## config.mk

```make
export PLATFORM = sky130hd
export DESIGN_NAME = imm_gen_pipe
export DESIGN_NICKNAME = d
export VERILOG_FILES = /design/src/rtl/imm_gen_pkg.sv /design/src/rtl/imm_gen_pipe_decode.sv /design/src/rtl/imm_gen_pipe.sv
export SDC_FILE = /design/constraint.sdc
export NUM_CORES = 1
export LEC_CHECK = 0
export ABC_AREA = 1
export BUFFER_PORTS_ARGS = -buffer_cell sky130_fd_sc_hd__buf_2
export CORE_MARGIN = 2
export CORE_UTILIZATION = 32
export DETAILED_ROUTE_END_ITERATION = 16
export GPL_ROUTABILITY_DRIVEN = 0
export GPL_TIMING_DRIVEN = 0
export PLACE_DENSITY_LB_ADDON = 0.1
export SYNTH_ARGS = -nofsm -noshare
export SYNTH_HDL_FRONTEND = slang
export SYNTH_SLANG_ARGS = --single-unit
```

## constraint.sdc

```tcl
create_clock -name clk -period 1.4 [get_ports clk]
set_input_delay 0 -clock clk [delete_from_list [all_inputs] [get_ports clk]]
set_output_delay 0 -clock clk [all_outputs]
set_load 0.1 [all_outputs]
```

## src/rtl/imm_gen_pkg.sv

```systemverilog
// Shared types and opcode constants for the immediate generator stage.
package imm_gen_pkg;

  localparam int unsigned INSTR_W = 32;
  localparam int unsigned OPC_W   = 7;
  localparam int unsigned FMT_W   = 3;

  typedef enum logic [FMT_W-1:0] {
    FMT_NONE = 3'd0,
    FMT_I    = 3'd1,
    FMT_S    = 3'd2,
    FMT_B    = 3'd3,
    FMT_U    = 3'd4,
    FMT_J    = 3'd5,
    FMT_R    = 3'd6,
    FMT_Z    = 3'd7
  } imm_fmt_e;

  localparam logic [OPC_W-1:0] OPC_LOAD   = 7'b0000011;
  localparam logic [OPC_W-1:0] OPC_OPIMM  = 7'b0010011;
  localparam logic [OPC_W-1:0] OPC_JALR   = 7'b1100111;
  localparam logic [OPC_W-1:0] OPC_STORE  = 7'b0100011;
  localparam logic [OPC_W-1:0] OPC_BRANCH = 7'b1100011;
  localparam logic [OPC_W-1:0] OPC_LUI    = 7'b0110111;
  localparam logic [OPC_W-1:0] OPC_AUIPC  = 7'b0010111;
  localparam logic [OPC_W-1:0] OPC_JAL    = 7'b1101111;
  localparam logic [OPC_W-1:0] OPC_OP     = 7'b0110011;
  localparam logic [OPC_W-1:0] OPC_SYSTEM = 7'b1110011;

endpackage

```

## src/rtl/imm_gen_pipe_decode.sv

```systemverilog
// Combinational RISC-V immediate decode: format, sign-extended immediate, illegal flag.
// IMM_GEN_ZICSR_EN enables SYSTEM (CSR) decoding; otherwise SYSTEM is illegal.
module imm_decode
  import imm_gen_pkg::*;
#(
  parameter int unsigned XLEN = 32
) (
  input  logic [INSTR_W-1:0] instr,
  output logic [XLEN-1:0]    imm,
  output imm_fmt_e           fmt,
  output logic               illegal
);

  logic [INSTR_W-1:0] imm32;

  // Build a 32-bit signed immediate, then widen it to XLEN by sign extension
  always_comb begin
    imm32   = '0;
    fmt     = FMT_NONE;
    illegal = 1'b0;
    imm     = '0;
    case (instr[OPC_W-1:0])
      OPC_LOAD, OPC_OPIMM, OPC_JALR: begin
        fmt   = FMT_I;
        imm32 = {{20{instr[31]}}, instr[31:20]};
      end
      OPC_STORE: begin
        fmt   = FMT_S;
        imm32 = {{20{instr[31]}}, instr[31:25], instr[11:7]};
      end
      OPC_BRANCH: begin
        fmt   = FMT_B;
        imm32 = {{19{instr[31]}}, instr[31], instr[7], instr[30:25], instr[11:8], 1'b0};
      end
      OPC_LUI, OPC_AUIPC: begin
        fmt   = FMT_U;
        imm32 = {instr[31:12], 12'b0};
      end
      OPC_JAL: begin
        fmt   = FMT_J;
        imm32 = {{11{instr[31]}}, instr[31], instr[19:12], instr[20], instr[30:21], 1'b0};
      end
      OPC_OP: begin
        fmt = FMT_R;
      end
`ifdef IMM_GEN_ZICSR_EN
      OPC_SYSTEM: begin
        if (instr[14]) begin
          fmt = FMT_Z;
        end else begin
          fmt   = FMT_I;
          imm32 = {{20{instr[31]}}, instr[31:20]};
        end
      end
`endif
      default: begin
        illegal = 1'b1;
      end
    endcase

    // CSR immediates are zero-extended; everything else replicates bit 31
    if (fmt == FMT_Z) begin
      imm = XLEN'(instr[19:15]);
    end else begin
      imm = XLEN'($signed(imm32));
    end
  end

endmodule

```

## src/rtl/imm_gen_pipe.sv

```systemverilog
// Registered immediate generator stage with valid/ready on both sides and a
// one-entry skid register. Optional CSR decode via IMM_GEN_ZICSR_EN.
module imm_gen_pipe
  import imm_gen_pkg::*;
#(
  parameter int unsigned XLEN  = 32,
  parameter int unsigned TAG_W = 8
) (
  input  logic               clk,
  input  logic               rst_n,
  input  logic               in_valid,
  output logic               in_ready,
  input  logic [INSTR_W-1:0] in_instr,
  input  logic [TAG_W-1:0]   in_tag,
  output logic               out_valid,
  input  logic               out_ready,
  output logic [XLEN-1:0]    out_imm,
  output imm_fmt_e           out_fmt,
  output logic               out_illegal,
  output logic [TAG_W-1:0]   out_tag
);

  logic [XLEN-1:0] dec_imm;
  imm_fmt_e        dec_fmt;
  logic            dec_illegal;

  imm_decode #(.XLEN(XLEN)) u_decode (
    .instr   (in_instr),
    .imm     (dec_imm),
    .fmt     (dec_fmt),
    .illegal (dec_illegal)
  );

  logic            skid_valid;
  logic [XLEN-1:0] skid_imm;
  imm_fmt_e        skid_fmt;
  logic            skid_illegal;
  logic [TAG_W-1:0] skid_tag;

  logic            skid_valid_nxt, in_ready_nxt, out_valid_nxt;
  logic [XLEN-1:0] skid_imm_nxt, out_imm_nxt;
  imm_fmt_e        skid_fmt_nxt, out_fmt_nxt;
  logic            skid_illegal_nxt, out_illegal_nxt;
  logic [TAG_W-1:0] skid_tag_nxt, out_tag_nxt;

  logic accept, out_free;

  // Next-state for output register, skid entry and registered in_ready
  always_comb begin
    accept           = in_valid && in_ready;
    out_free         = !out_valid || out_ready;
    skid_valid_nxt   = skid_valid;
    skid_imm_nxt     = skid_imm;
    skid_fmt_nxt     = skid_fmt;
    skid_illegal_nxt = skid_illegal;
    skid_tag_nxt     = skid_tag;
    out_valid_nxt    = out_valid;
    out_imm_nxt      = out_imm;
    out_fmt_nxt      = out_fmt;
    out_illegal_nxt  = out_illegal;
    out_tag_nxt      = out_tag;

    if (skid_valid) begin
      // in_ready is low here, so the only movement is skid -> output
      if (out_ready) begin
        out_imm_nxt     = skid_imm;
        out_fmt_nxt     = skid_fmt;
        out_illegal_nxt = skid_illegal;
        out_tag_nxt     = skid_tag;
        skid_valid_nxt  = 1'b0;
      end
    end else if (accept) begin
      if (out_free) begin
        out_valid_nxt   = 1'b1;
        out_imm_nxt     = dec_imm;
        out_fmt_nxt     = dec_fmt;
        out_illegal_nxt = dec_illegal;
        out_tag_nxt     = in_tag;
      end else begin
        skid_valid_nxt   = 1'b1;
        skid_imm_nxt     = dec_imm;
        skid_fmt_nxt     = dec_fmt;
        skid_illegal_nxt = dec_illegal;
        skid_tag_nxt     = in_tag;
      end
    end else if (out_ready) begin
      out_valid_nxt = 1'b0;
    end

    in_ready_nxt = !skid_valid_nxt;
  end

  always_ff @(posedge clk or negedge rst_n) begin
    if (!rst_n) begin
      in_ready     <= 1'b1;
      out_valid    <= 1'b0;
      out_imm      <= '0;
      out_fmt      <= FMT_NONE;
      out_illegal  <= 1'b0;
      out_tag      <= '0;
      skid_valid   <= 1'b0;
      skid_imm     <= '0;
      skid_fmt     <= FMT_NONE;
      skid_illegal <= 1'b0;
      skid_tag     <= '0;
    end else begin
      in_ready     <= in_ready_nxt;
      out_valid    <= out_valid_nxt;
      out_imm      <= out_imm_nxt;
      out_fmt      <= out_fmt_nxt;
      out_illegal  <= out_illegal_nxt;
      out_tag      <= out_tag_nxt;
      skid_valid   <= skid_valid_nxt;
      skid_imm     <= skid_imm_nxt;
      skid_fmt     <= skid_fmt_nxt;
      skid_illegal <= skid_illegal_nxt;
      skid_tag     <= skid_tag_nxt;
    end
  end

endmodule

```

=== Word level (Yosys, flattened, before mapping) ===
Cells that the tools add are included.

* Divide/modulo/power cells: 0
* Bitwise logic cells: 2
* Reductions and logical operators: 13
* Muxes and demuxes: 27
* Multiply operators: 0
* Shifts and indexed selects: 0
* Equal/unequal tests: 12
* $add $sub $neg: 0
* Order comparisons: 0

{| class="wikitable"
|+ Operators by type and width
! cell !! number
|-
| $mux 32 || 5
|-
| $pmux 32 s5 || 1
|-
| $mux 8 || 4
|-
| $eq 7x6->1 const B || 3
|-
| $eq 7x7->1 const B || 3
|-
| $pmux 3 s6 || 1
|-
| $eq 7x5->1 const B || 2
|-
| $mux 1 || 12
|-
| $mux 3 || 4
|-
| $reduce_and 3->1 || 3
|-
| $reduce_or 9->1 || 1
|-
| $eq 7x2->1 const B || 1
|-
| $reduce_bool 2->1 || 3
|-
| $eq 3x3->1 const B || 1
|-
| $reduce_or 3->1 || 1
|-
| $logic_not 1->1 || 2
|-
| $ne 2x1->1 const B || 1
|-
| $ne 2x2->1 const B || 1
|-
| $not 1->1 || 2
|-
| $reduce_or 2->1 || 1
|-
| $logic_and 1x1->1 || 1
|-
| $logic_or 1x1->1 || 1
|}

* Bits in writable memories: 0
* Bits in read-only memories: 0
* Flip-flop bits (word level): 91
* Latch bits: 0
* Memories: 0
* Output and inout port bits: 46

=== Longest topological paths before layout ===
Gate-level depths: netlist (run 1).

* Depth in word-level cells: 8
* Gate-level depth with buffers: 11
* Mapped depth without buffers: 11

=== Cells and area by module ===
From an unflattened synthesis (run 1), not the netlist that was laid out.

* Cell total of the unflattened synthesis: 659
* Area total of the unflattened synthesis: 4872.2 um^2

{| class="wikitable"
|+ By module, submodules not included
! module !! cells an instance !! area an instance (um^2) !! seq. area each (um^2) !! times used
|-
| imm_gen_pipe || 536 || 4121.5 || 2278.4 || 1
|-
| imm_decode || 123 || 750.7 || 0.0 || 1
|}

=== Worst setup path after synthesis (run 1) ===
OpenSTA, ideal clock, no wires.

* Path kind: reg-to-reg
* Start: reg out_valid
* End: reg out_imm[28]
* Arrival time: 1818 ps
* Library setup time: 120 ps
* Setup slack: -537 ps
* Stages on the path, launching flop included: 9
* Data required time: 1280 ps
* Path through: dfrtp_1 > inv_1 > nor2_1 > nor2_1 > nand2_2 > clkbuf_1 > nor2_1 > nand2_1 > nand2_1

* Word-level cells in the longest chain between the ends: 4

{| class="wikitable"
|+ RTL lines
! element !! line !! source
|-
| start: declaration || imm_gen_pipe.sv:15 || <nowiki>output logic out_valid,</nowiki>
|-
| start signal: assignment || imm_gen_pipe.sv:108 || <nowiki>out_valid <= out_valid_nxt;</nowiki>
|-
| $logic_not 1->1 || imm_gen_pipe.sv:51 || <nowiki>out_free = !out_valid || out_ready;</nowiki>
|-
| $logic_or 1x1->1 || imm_gen_pipe.sv:51 ||
|-
| $reduce_bool 2->1 (no line) || -- ||
|-
| $reduce_and 3->1 (no line) || -- ||
|-
| end signal: assignment || imm_gen_pipe.sv:109 || <nowiki>out_imm <= out_imm_nxt;</nowiki>
|-
| end: declaration || imm_gen_pipe.sv:17 || <nowiki>output logic [XLEN-1:0] out_imm,</nowiki>
|}

No other way between the ends.
A chain may end at the register's enable or synchronous reset.

=== Final worst setup path (run 1) ===
* Start: reg in_ready
* End: reg out_fmt[1]

* Word-level cells in the longest chain between the ends: 3

{| class="wikitable"
|+ RTL lines
! element !! line !! source
|-
| start: declaration || imm_gen_pipe.sv:12 || <nowiki>output logic in_ready,</nowiki>
|-
| start signal: assignment || imm_gen_pipe.sv:107 || <nowiki>in_ready <= in_ready_nxt;</nowiki>
|-
| $logic_and 1x1->1 || imm_gen_pipe.sv:50 || <nowiki>accept = in_valid && in_ready;</nowiki>
|-
| $reduce_bool 2->1 (no line) || -- ||
|-
| $reduce_and 3->1 (no line) || -- ||
|-
| end signal: assignment || imm_gen_pipe.sv:110 || <nowiki>out_fmt <= out_fmt_nxt;</nowiki>
|-
| end: declaration || imm_gen_pipe.sv:18 || <nowiki>output imm_fmt_e out_fmt,</nowiki>
|}

No other way between the ends.

==> impl_summary.txt, run 1 <==
----------------------------------------------------
[Global route]
  Met3 usage ... 0.03903
  Met1 capacity usage during global routing ... 0.2680
  Global routing's busiest layer ... met2
  Maximum number of pins on one net before global-route repair ... 58
  GRT met2 Usage ... 0.3167
  Leftover overflow at the end of global routing ... 0
  Aggregate global-route resource usage ... 0.1988
  Antenna violations before repair ... 0
  Wire length of the first global-routing pass ... 22310 µm
  Vias in the first global route ... around 4300

[Synthesis]
  Cell types with the highest counts after synthesis ... sky130_fd_sc_hd__nand2_1 (194), sky130_fd_sc_hd__dfrtp_1 (90), sky130_fd_sc_hd__nor2_1 (88)
  Post-synthesis cell type count ... 26
  Post-Synthesis Net Count ... approximately 630
  Dominant cell type by area after synthesis ... sky130_fd_sc_hd__dfrtp_1
  Yosys warnings ... 0
  Syn Area/Cell ... roughly 7.7 µm²
  Leading post-synthesis cells by cell area ... sky130_fd_sc_hd__dfrtp_1 (50%), sky130_fd_sc_hd__nand2_1 (16%), sky130_fd_sc_hd__nor2_1 (7.4%)
  Dominant register cell in the synthesized netlist ... sky130_fd_sc_hd__dfrtp_1
  Proportion of synthesized chip area in sequential cells ... 0.5071
  Fraction of synthesized cell area taken by the top area cell type ... 0.5013
  Number of enable flip-flop cells after synthesis ... 0
  Synth Cell Area ... around 4500 µm²
  Number of cells produced by synthesis ... 583
  Share of flip-flops with an asynchronous set or reset after synthesis ... 1.000
  Synthesis-stage register bit count ... slightly above 90
  Most used standard cell by instance count after synthesis ... sky130_fd_sc_hd__nand2_1

[Timing]
  Min cycle time layout ... roughly 1500 ps
  Slew headroom ... 0.6574
  Final Hold Vio Count ... 0
  Worst setup slack after layout ... -91.67 ps
  Setup Viol. Count Final ... 64
  Measured slew at the worst slew-check pin ... around 510 ps
  Final hold slack ... 28.03 ps
  RSZ-0062 raised after global routing ... yes
  Clock skew ... 8.984 ps
  Pins Over Slew Limit ... 0
  Ratio of final minimum period to clock period ... 1.065
  Max Freq ... 670.4 MHz
  Setup TNS after final layout ... -1938 ps

[Clocking]
  Register clock-pin slew on the reported worst setup and hold paths ... about 70 ps
  Clock buffers created by TritonCTS ... 9
  Clock insertion delay at the later pin of the skew report ... approximately 360 ps
  CTS H-tree lvls ... 3
  Buffer cell driving the clock tree root ... sky130_fd_sc_hd__clkbuf_16
  Clock Sink Count ... just over 90
  CTS tree ... built
  Bufs on Longest Clock Path ... 2

[Finish]
  Multi-input logic area ... roughly 2300 µm²
  Number of antenna repair diodes ... 0
  Area growth from synthesis to layout ... 47.87%
  Final design area excluding fillers ... between 6000 and 7000 µm²
  Fillers ... 1404
  Fraction of final layout cells sized beyond drive strength 1 ... 0.3432
  Number of nets in the finished design ... between 700 and 800
  FF+latch area ... 2286 µm²

[Power and ir drop]
  Switching share of power ... 0.5253
  Combinational group share of total power ... 0.553
  Internal portion of total power ... 7.400 mW
  Power Total ... 15.59 mW
  NetSw ... between 8 and 9 mW
  Power share of the clock group ... 0.173
  Power share of the sequential group ... 0.273
  Cell leakage power ... roughly 3.4 nW
  Power density over the cells ... 2346 nW/µm²
  Peak VDD IR ... around 1.1 mV

[Detailed routing]
  Number of nets with antenna violations after detailed routing ... 0
  Ratio of routed vias to standard cells ... 4.803
  Drt total wl ... around 15000 µm
  Post-DR wirelength/cell ... ~16 µm
  Number of vias in the routed layout ... 4419
  First drt pass iteration count ... 7
  Drc violations ... 0
  Initial DRC count ... 263

[Critical path]
  Arrival time reported for the critical path endpoint ... roughly 1700 ps
  Startpoint types ... register
  Worst reg-to-reg path cell count ... 7
  Element type at the critical path end ... register
  Worst Path Max Fanout ... 6
  Required time of the critical path ... approximately 1600 ps
  Critical Setup Path Class ... register to register

[Flow run]
  Max-cap check violation count ... 0

[Placed design]
  Worst slack at placement ... -169.6 ps
  Area post-placement ... between 5000 and 6000 µm²
  Buffers added on ports ... 89
  Post-DP HPWL ... 9784 µm

[Worst hold path]
  Number of instances on the worst hold path ... 3
  Path type of the worst min-delay path ... input pin to register

[Status]
  Violations in the final reports ... setup timing
  Result of the run ... finished, violations left

[Die]
  Die boundary height ... about 120 µm
  Number of ports placed on the die boundary ... 90
  Horizontal die dimension ... roughly 120 µm
  Number of standard-cell rows in the floorplan ... 43
  Initial Util ... 0.3262
  Floorplan core area ... 13770 µm²
  Overall die area ... ~15000 µm²

----------------------------------------------------
worst max-delay path, stage by stage (launching register included):
cell and delay (ps):
sky130_fd_sc_hd__dfstp_4 630, sky130_fd_sc_hd__nand2_4 70, sky130_fd_sc_hd__nand2_4 80, sky130_fd_sc_hd__nand2_8 70
sky130_fd_sc_hd__buf_12 160, sky130_fd_sc_hd__buf_8 140, sky130_fd_sc_hd__a21oi_1 130, sky130_fd_sc_hd__a21oi_1 90
sequential cells by signal, summed over array words and instances (netlist names):
register      count
skid_illegal      1
out_fmt           3
skid_valid        1
skid_tag          8
skid_imm         32
out_illegal       1
out_valid         1
in_ready          1
skid_fmt          3
out_tag           8
out_imm          32
through the flow:
stage,util,cells
finish,0.4824,920
global route,0.4824,920
CTS,0.4465,909
detailed placement,0.3900,853
global placement,0.3878,852
floorplan,-,583
power groups by stage:
stage               Sequential (mW)  Clock [mW]  Combinational (mW)
CTS                            4.23        2.76                7.90
detailed placement             4.27           0                7.54
global placement               4.23           0                7.50
global route                   4.40        2.89                9.09
finish                         4.26        2.70                8.63
floorplan                      8.41           0                1.95
timing repair:
action,4_1_cts,5_1_grt
hold buffers,28,0
endpoints found under the setup margin,91,91
pin swaps,4,36
setup buffers,10,7
hold endpoints to repair,79,0
gates resized for setup,15,107
gates cloned,2,4
final cells by class:
cell class,instances,area share
repair buffers,140,0.1582
flip-flops and latches,91,0.3441
well taps,180,0.03390
plain buffers,31,0.04934
clock inverters,5,0.01281
multi-input cells,433,0.3446
inverters,29,0.02053
clock buffers,11,0.03653
placed cells by master, fill, tap and decap left out, types with 13 or more instances in the layout:
cell type	instances
sky130_fd_sc_hd__nor2_1	55
sky130_fd_sc_hd__clkbuf_16	13
sky130_fd_sc_hd__nand2_2	15
sky130_fd_sc_hd__nand2_1	182
sky130_fd_sc_hd__dlygate4sd3_1	28
sky130_fd_sc_hd__nor2_4	25
sky130_fd_sc_hd__a31oi_1	28
sky130_fd_sc_hd__nand3_1	46
sky130_fd_sc_hd__buf_2	91
sky130_fd_sc_hd__nor2_2	13
sky130_fd_sc_hd__inv_1	23
sky130_fd_sc_hd__dfrtp_1	89
sky130_fd_sc_hd__buf_4	17
layer usage:
layer,wire [µm],up-vias,share of wire
met5,0,-,0
met4,159,0,0.011
met3,716,16,0.049
met2,7066,110,0.49
met1,6585,2114,0.45
li1,-,2179,-
kinds of logic after synthesis:
group                  Yosys count  synth area share
AOI/OAI and AO/OA               64           0.07909
DFF                             91            0.5071
and+or+nand+nor                368            0.3525
buffers and inverters           60           0.06127
worst paths after layout:
kind                         startpoint            to  slack [ps]
max                            in_ready    out_fmt[1]         -90
min                        in_instr[31]  skid_imm[11]          30
max reg2reg                    in_ready    out_fmt[1]         -90
min reg2reg                 out_imm[16]   out_imm[16]         470
max in group asynchronous         rst_n    out_tag[2]         570
min in group asynchronous         rst_n    out_imm[3]         160
(Power assumes the default switching activity.)
==> inputs of run 2 (changes only) <==
SKIP_LAST_GASP = 1   (was not set)
==> run 2 against run 1 <==
Compared with the run above:
- clock skew down 3.2 ps
- fmax up 0.61%
- final cell count down 0.33%
- core utilization down 1.2 points
- highest routed layer unchanged
- setup slack better by 9.1 ps
- sequential cell count unchanged
- sequential share of layout area up 0.90 points
- the flow still finishes with violations (setup timing)
- power down 1.7%
- first-iteration DRC count up 1.5%
- worst hold slack better by 6.4 ps
- critical path type unchanged
==> impl_summary.txt, run 2 (synthesized netlist as in run 1, its figures left out) <==
----------------------------------------------------
[Detailed routing]
  Drc violations ... 0
  Post-DR wirelength/cell ... around 16 µm
  Ratio of routed vias to standard cells ... 4.860
  Number of vias in the routed layout ... 4457
  Number of nets with antenna violations after detailed routing ... 0
  First drt pass iteration count ... 5
  Drt total wl ... approximately 14000 µm
  Initial DRC count ... 267

[Finish]
  Fraction of final layout cells sized beyond drive strength 1 ... 0.3189
  Multi-input logic area ... approximately 2200 µm²
  Layout Cells excl Fill ... between 900 and 1000
  Area growth from synthesis to layout ... 44.11%
  Number of nets in the finished design ... 776
  Fillers ... 1407
  Most common cell after layout, fill and taps aside ... sky130_fd_sc_hd__nand2_1
  Number of antenna repair diodes ... 0
  FF+latch area ... between 2000 and 2500 µm²
  Regs by FF count ... out_imm (32), skid_imm (32)
  Most used cells in the layout excluding fill and tap cells ... sky130_fd_sc_hd__nand2_1 (190), sky130_fd_sc_hd__buf_2 (91), sky130_fd_sc_hd__dfrtp_1 (89)

[Timing]
  Clock skew ... 5.735 ps
  Ratio of final minimum period to clock period ... 1.059
  Slew headroom ... 0.6641
  Measured slew at the worst slew-check pin ... 503.9 ps
  Setup Viol. Count Final ... 66
  Setup TNS after final layout ... -1697 ps
  Pins Over Slew Limit ... 0
  Final Hold Vio Count ... 0
  Worst setup slack after layout ... -82.61 ps
  Min cycle time layout ... around 1500 ps
  Final hold slack ... about 34 ps
  RSZ-0062 raised after global routing ... yes
  Max Freq ... slightly below 700 MHz

[Critical path]
  Ordered list of cells on the worst path ... nand2_4 -> nand2_4 -> nand2_8 -> buf_12 -> buf_8 -> a21oi_1 -> nand2_1 -> nand2_1
  Element type at the critical path end ... register
  Highest-delay cell along the critical path ... sky130_fd_sc_hd__dfstp_4
  Startpoint types ... register
  Worst path max stage delay ... approximately 630 ps
  Critical Setup Path Class ... register to register
  Family with the most delay on the worst path ... flip-flops
  Number of buffers and inverters on the critical path ... 2
  Arrival time reported for the critical path endpoint ... roughly 1800 ps
  Required time of the critical path ... around 1700 ps
  Worst Path Max Fanout ... 5

[Global route]
  Antenna violations before repair ... 0
  Wire length of the first global-routing pass ... ~22000 µm
  Aggregate global-route resource usage ... 0.1987
  Leftover overflow at the end of global routing ... 0
  Vias in the first global route ... roughly 4300
  Maximum number of pins on one net before global-route repair ... 58

[Power and ir drop]
  Power density over the cells ... approximately 2400 nW/µm²
  Peak VDD IR ... roughly 1.1 mV
  Cell leakage power ... 3.391 nW

[Die]
  Overall die area ... approximately 15000 µm²
  Number of ports placed on the die boundary ... 90
  Number of standard-cell rows in the floorplan ... 43
  Initial Util ... 0.3262
  Die boundary height ... between 100 and 150 µm
  Floorplan core area ... between 10000 and 15000 µm²
  Horizontal die dimension ... roughly 120 µm

[Clocking]
  Clock buffers created by TritonCTS ... 9
  Register clock-pin slew on the reported worst setup and hold paths ... ~70 ps
  Clock insertion delay at the later pin of the skew report ... between 300 and 400 ps
  Clock Sink Count ... 91
  Buffer cell driving the clock tree root ... sky130_fd_sc_hd__clkbuf_16
  Bufs on Longest Clock Path ... 2
  CTS tree ... built
  CTS H-tree lvls ... 3

[Flow run]
  Max-cap check violation count ... 0

[Status]
  Violations in the final reports ... setup timing
  Result of the run ... finished, violations left

[Worst hold path]
  Path type of the worst min-delay path ... input pin to register

[Placed design]
  Post-DP HPWL ... about 9800 µm
  Placed cell count ... approximately 850
  Buffers added on ports ... 89

----------------------------------------------------
==> run 2: cell type report <==
| cell class | count | area share |
|---|---|---|
| clock inverters | 5 | 0.01314 |
| clock buffers | 11 | 0.03749 |
| well taps | 180 | 0.03478 |
| flip-flops and latches | 91 | 0.3530 |
| plain buffers | 31 | 0.04947 |
| multi-input cells | 433 | 0.3366 |
| inverters | 29 | 0.02106 |
| repair buffers | 137 | 0.1544 |
==> run 2: through the flow <==
stage	power [mW]	worst slack, ps	utilization	cell area (µm²)
floorplan	10.36	-144.2	-	4671
global placement	11.73	-973.5	0.3878	5341
detailed placement	11.81	-169.6	0.3900	5371
CTS	14.86	-77.56	0.4441	6117
global route	16.12	-128.8	0.4701	6475
finish	15.33	-82.61	0.4701	6475
==> run 2: path summary, 6_finish.rpt <==
check                        startpoint      endpoint  slack, ps  depth (start not counted)
max                            in_ready   out_imm[22]        -80                          8
min                        in_instr[31]  skid_imm[11]         30                          3
max reg2reg                    in_ready   out_imm[22]        -80                          8
min reg2reg                 out_imm[11]   out_imm[11]        470                          2
max in group asynchronous         rst_n    out_tag[4]        580                          3
min in group asynchronous         rst_n    out_imm[3]        160                          2
==> run 2: worst reg2reg max path: cells and delay by family, from the launching register on <==
kind            cells  cell delay (ps)
compound gates      1              130
simple gates        5              370
flops               1              630
buf+inv             2              300
==> run 2: metal layers <==
| metal | vias up | wire (µm) | global-route usage |
|---|---|---|---|
| met3 | 21 | 606 | 0.03903 |
| li1 | 2177 | - | - |
| met4 | 0 | 244 | 0.07471 |
| met5 | - | 0 | 0 |
| met1 | 2135 | 6627 | 0.2680 |
| met2 | 124 | 6852 | 0.3160 |
==> run 2: timing repair <==
action	CTS	global route
setup buffers	10	6
hold buffers	27	0
resized for setup	10	75
endpoints found under the hold margin	78	0
cloned	2	3
pin swaps	3	26
setup endpoints to repair	91	91
==> run 2: where the power goes <==
group | total [mW] | leakage [nW] | internal, mW | switching [mW]
registers | 4.24 | 1.15 | 3.68 | 0.561
logic | 8.38 | 2.08 | 1.97 | 6.41
clock network | 2.70 | 0.156 | 1.62 | 1.08
total | 15.3 | 3.39 | 7.27 | 8.05
==> inputs of run 3 (changes only) <==
GPL_ROUTABILITY_DRIVEN = not set   (was 0)
PLACE_DENSITY = 0.6   (was not set)
PLACE_DENSITY_LB_ADDON = not set   (was 0.1)
==> run 3 against run 2 <==
Compared with the run above:
- the run still ends with setup timing left
- setup slack improved by 44 ps
- clock power decreased by 12%
- clock-buffer cell count fell by 1
- register-to-register slack better by 40 ps
- combinational power down 7.8%
- non-clock buffer count decreased by 15
- sequential cell count is the same
- via count decreased by 3.4%
- highest routed layer unchanged
==> impl_summary.txt, run 3 (synthesized netlist as in run 1, its figures left out) <==
----------------------------------------------------
[Status]
  Result of the run ... finished, violations left
  Violations in the final reports ... setup timing

[Timing]
  Worst setup slack after layout ... -38.32 ps
  RSZ-0062 raised after global routing ... yes
  Max Freq ... 695.3 MHz
  Ratio of final minimum period to clock period ... 1.027
  Setup TNS after final layout ... -325.3 ps
  Final Hold Vio Count ... 0
  Final hold slack ... about 9.4 ps
  Slew headroom ... 0.6146
  Min cycle time layout ... 1438 ps
  Clock skew ... between 7 and 8 ps
  Setup Viol. Count Final ... 18
  Pins Over Slew Limit ... 0
  Measured slew at the worst slew-check pin ... a little under 600 ps

[Critical path]
  Arrival time reported for the critical path endpoint ... between 1500 and 2000 ps
  Startpoint types ... register
  Reg2reg start ... in_ready
  Critical Setup Path Class ... register to register
  Required time of the critical path ... roughly 1700 ps
  Worst path max stage delay ... between 600 and 700 ps
  Launch point of the critical path ... in_ready
  Highest-delay cell along the critical path ... sky130_fd_sc_hd__dfstp_4
  Worst Path Max Fanout ... 10
  Ordered list of cells on the worst path ... nand2_4 -> nand2_2 -> nand2_8 -> inv_8 -> buf_8 -> nor2_1 -> a31oi_1
  Element type at the critical path end ... register

[Clocking]
  CTS H-tree lvls ... 3
  Clock insertion delay at the later pin of the skew report ... 350 ps
  Buffer cell driving the clock tree root ... sky130_fd_sc_hd__clkbuf_16
  Clock Sink Count ... 91
  Bufs on Longest Clock Path ... 2
  Register clock-pin slew on the reported worst setup and hold paths ... ~70 ps
  CTS tree ... built
  Clock buffers created by TritonCTS ... 9

[Finish]
  Most used cells in the layout excluding fill and tap cells ... sky130_fd_sc_hd__nand2_1 (192), sky130_fd_sc_hd__buf_2 (93), sky130_fd_sc_hd__dfrtp_1 (88)
  Regs by FF count ... out_imm (32), skid_imm (32)
  Multi-input logic area ... 2027 µm²
  FF+latch area ... ~2300 µm²
  Fraction of final layout cells sized beyond drive strength 1 ... 0.2645
  Layout Cells excl Fill ... approximately 900
  Number of antenna repair diodes ... 0
  Fillers ... between 1000 and 1500
  Final design area excluding fillers ... just over 6000 µm²
  Area growth from synthesis to layout ... 35.14%
  Most common cell after layout, fill and taps aside ... sky130_fd_sc_hd__nand2_1
  Number of nets in the finished design ... between 700 and 800

[Global route]
  GRT met2 Usage ... 0.3122
  Global routing's busiest layer ... met2
  Maximum number of pins on one net before global-route repair ... 52
  Aggregate global-route resource usage ... 0.1927
  Met3 usage ... 0.03160
  Leftover overflow at the end of global routing ... 0
  Antenna violations before repair ... 0
  Met1 capacity usage during global routing ... 0.2610
  Wire length of the first global-routing pass ... 22000 µm
  Vias in the first global route ... ~4200

[Die]
  Floorplan core area ... around 14000 µm²
  Overall die area ... approximately 15000 µm²
  Number of standard-cell rows in the floorplan ... 43
  Initial Util ... 0.3262
  Die boundary height ... approximately 120 µm
  Number of ports placed on the die boundary ... 90
  Horizontal die dimension ... between 100 and 150 µm

[Detailed routing]
  Ratio of routed vias to standard cells ... about 4.8
  Number of vias in the routed layout ... around 4300
  Drc violations ... 0
  Number of nets with antenna violations after detailed routing ... 0
  Drt total wl ... between 10000 and 15000 µm
  Post-DR wirelength/cell ... about 15 µm
  Initial DRC count ... 297
  First drt pass iteration count ... 5

[Placed design]
  Area post-placement ... around 5400 µm²
  Post-DP HPWL ... about 10000 µm
  Buffers added on ports ... 89
  Worst slack at placement ... -146.0 ps
  Placed cell count ... between 800 and 900
  Final weighted congestion in routability-driven placement ... a little over 0.9

[Power and ir drop]
  Power density over the cells ... 2363 nW/µm²
  Cell leakage power ... 3.242 nW
  Peak VDD IR ... ~0.95 mV

[Worst hold path]
  Path type of the worst min-delay path ... input pin to register
  Hold Crit Start ... in_instr[31]

[Flow run]
  Max-cap check violation count ... 0

----------------------------------------------------
## run 3: cell count changes in the layout (fill, tap and decap cells not counted), sizes merged, moves of 2 or more
cell | previous run | this run
inv | 28 | 30
clkbuf | 23 | 17
bufinv | 2 | 0
buf | 129 | 119
## run 3: path summary, 6_finish.rpt
path / cells past startpoint / slack (ps) / end
worst max-delay path: 7 / -40 / out_tag[5]
worst min-delay path: 3 / 9 / skid_imm[11]
worst max register to register: 7 / -40 / out_tag[5]
worst min register to register: 2 / 470 / out_imm[9]
max in group asynchronous: 3 / 570 / out_tag[1]
min in group asynchronous: 2 / 190 / out_imm[10]
## run 3: where the power goes
part / switching (mW) / leakage [nW] / internal (mW)
Sequential: 0.568 / 1.15 / 3.68
Combinational: 6.16 / 1.95 / 1.57
Clock: 1.10 / 0.139 / 1.27
Total: 7.83 / 3.24 / 6.52
## run 3: layer usage
metal  routed length (µm)  part of all wire  up-vias
met1                 6309              0.46     2030
met2                 6475              0.47      116
met3                  634             0.046       16
li1                     -                 -     2145
met4                  241             0.018        0
met5                    0                 0        -
## run 3: critical path: cells and delay by family, from the launching register on
kind / cells / cell delay [ps]
compound gates: 1 / 140
buf+inv: 2 / 260
flops: 1 / 630
simple gates: 4 / 330
## run 3: final cells by class
cell class	instances	area share
Timing Repair inverter	1	0.001236
Buffer	31	0.04842
Clock buffer	10	0.03936
Timing Repair Buffer	122	0.1339
Tap cell	180	0.03709
Clock inverter	6	0.007830
Sequential cell	91	0.3767
Inverter	29	0.02164
Multi-Input combinational cell	432	0.3338
## run 3: what timing repair did
item,in CTS,in global routing
hold buffers,27,0
endpoints found under the hold margin,78,0
gates cloned,0,2
resized for setup,14,15
endpoints found under the setup margin,90,90
setup buffers,2,2
pin swaps,3,3
## run 3: metrics by stage
step / util / total power [mW]
2_1_floorplan: - / 10.36
4_1_cts: 0.4345 / 14.36
5_1_grt: 0.4409 / 15.10
6_report: 0.4409 / 14.35
3_3_place_gp: 0.3878 / 11.71
3_5_place_dp: 0.3900 / 11.83
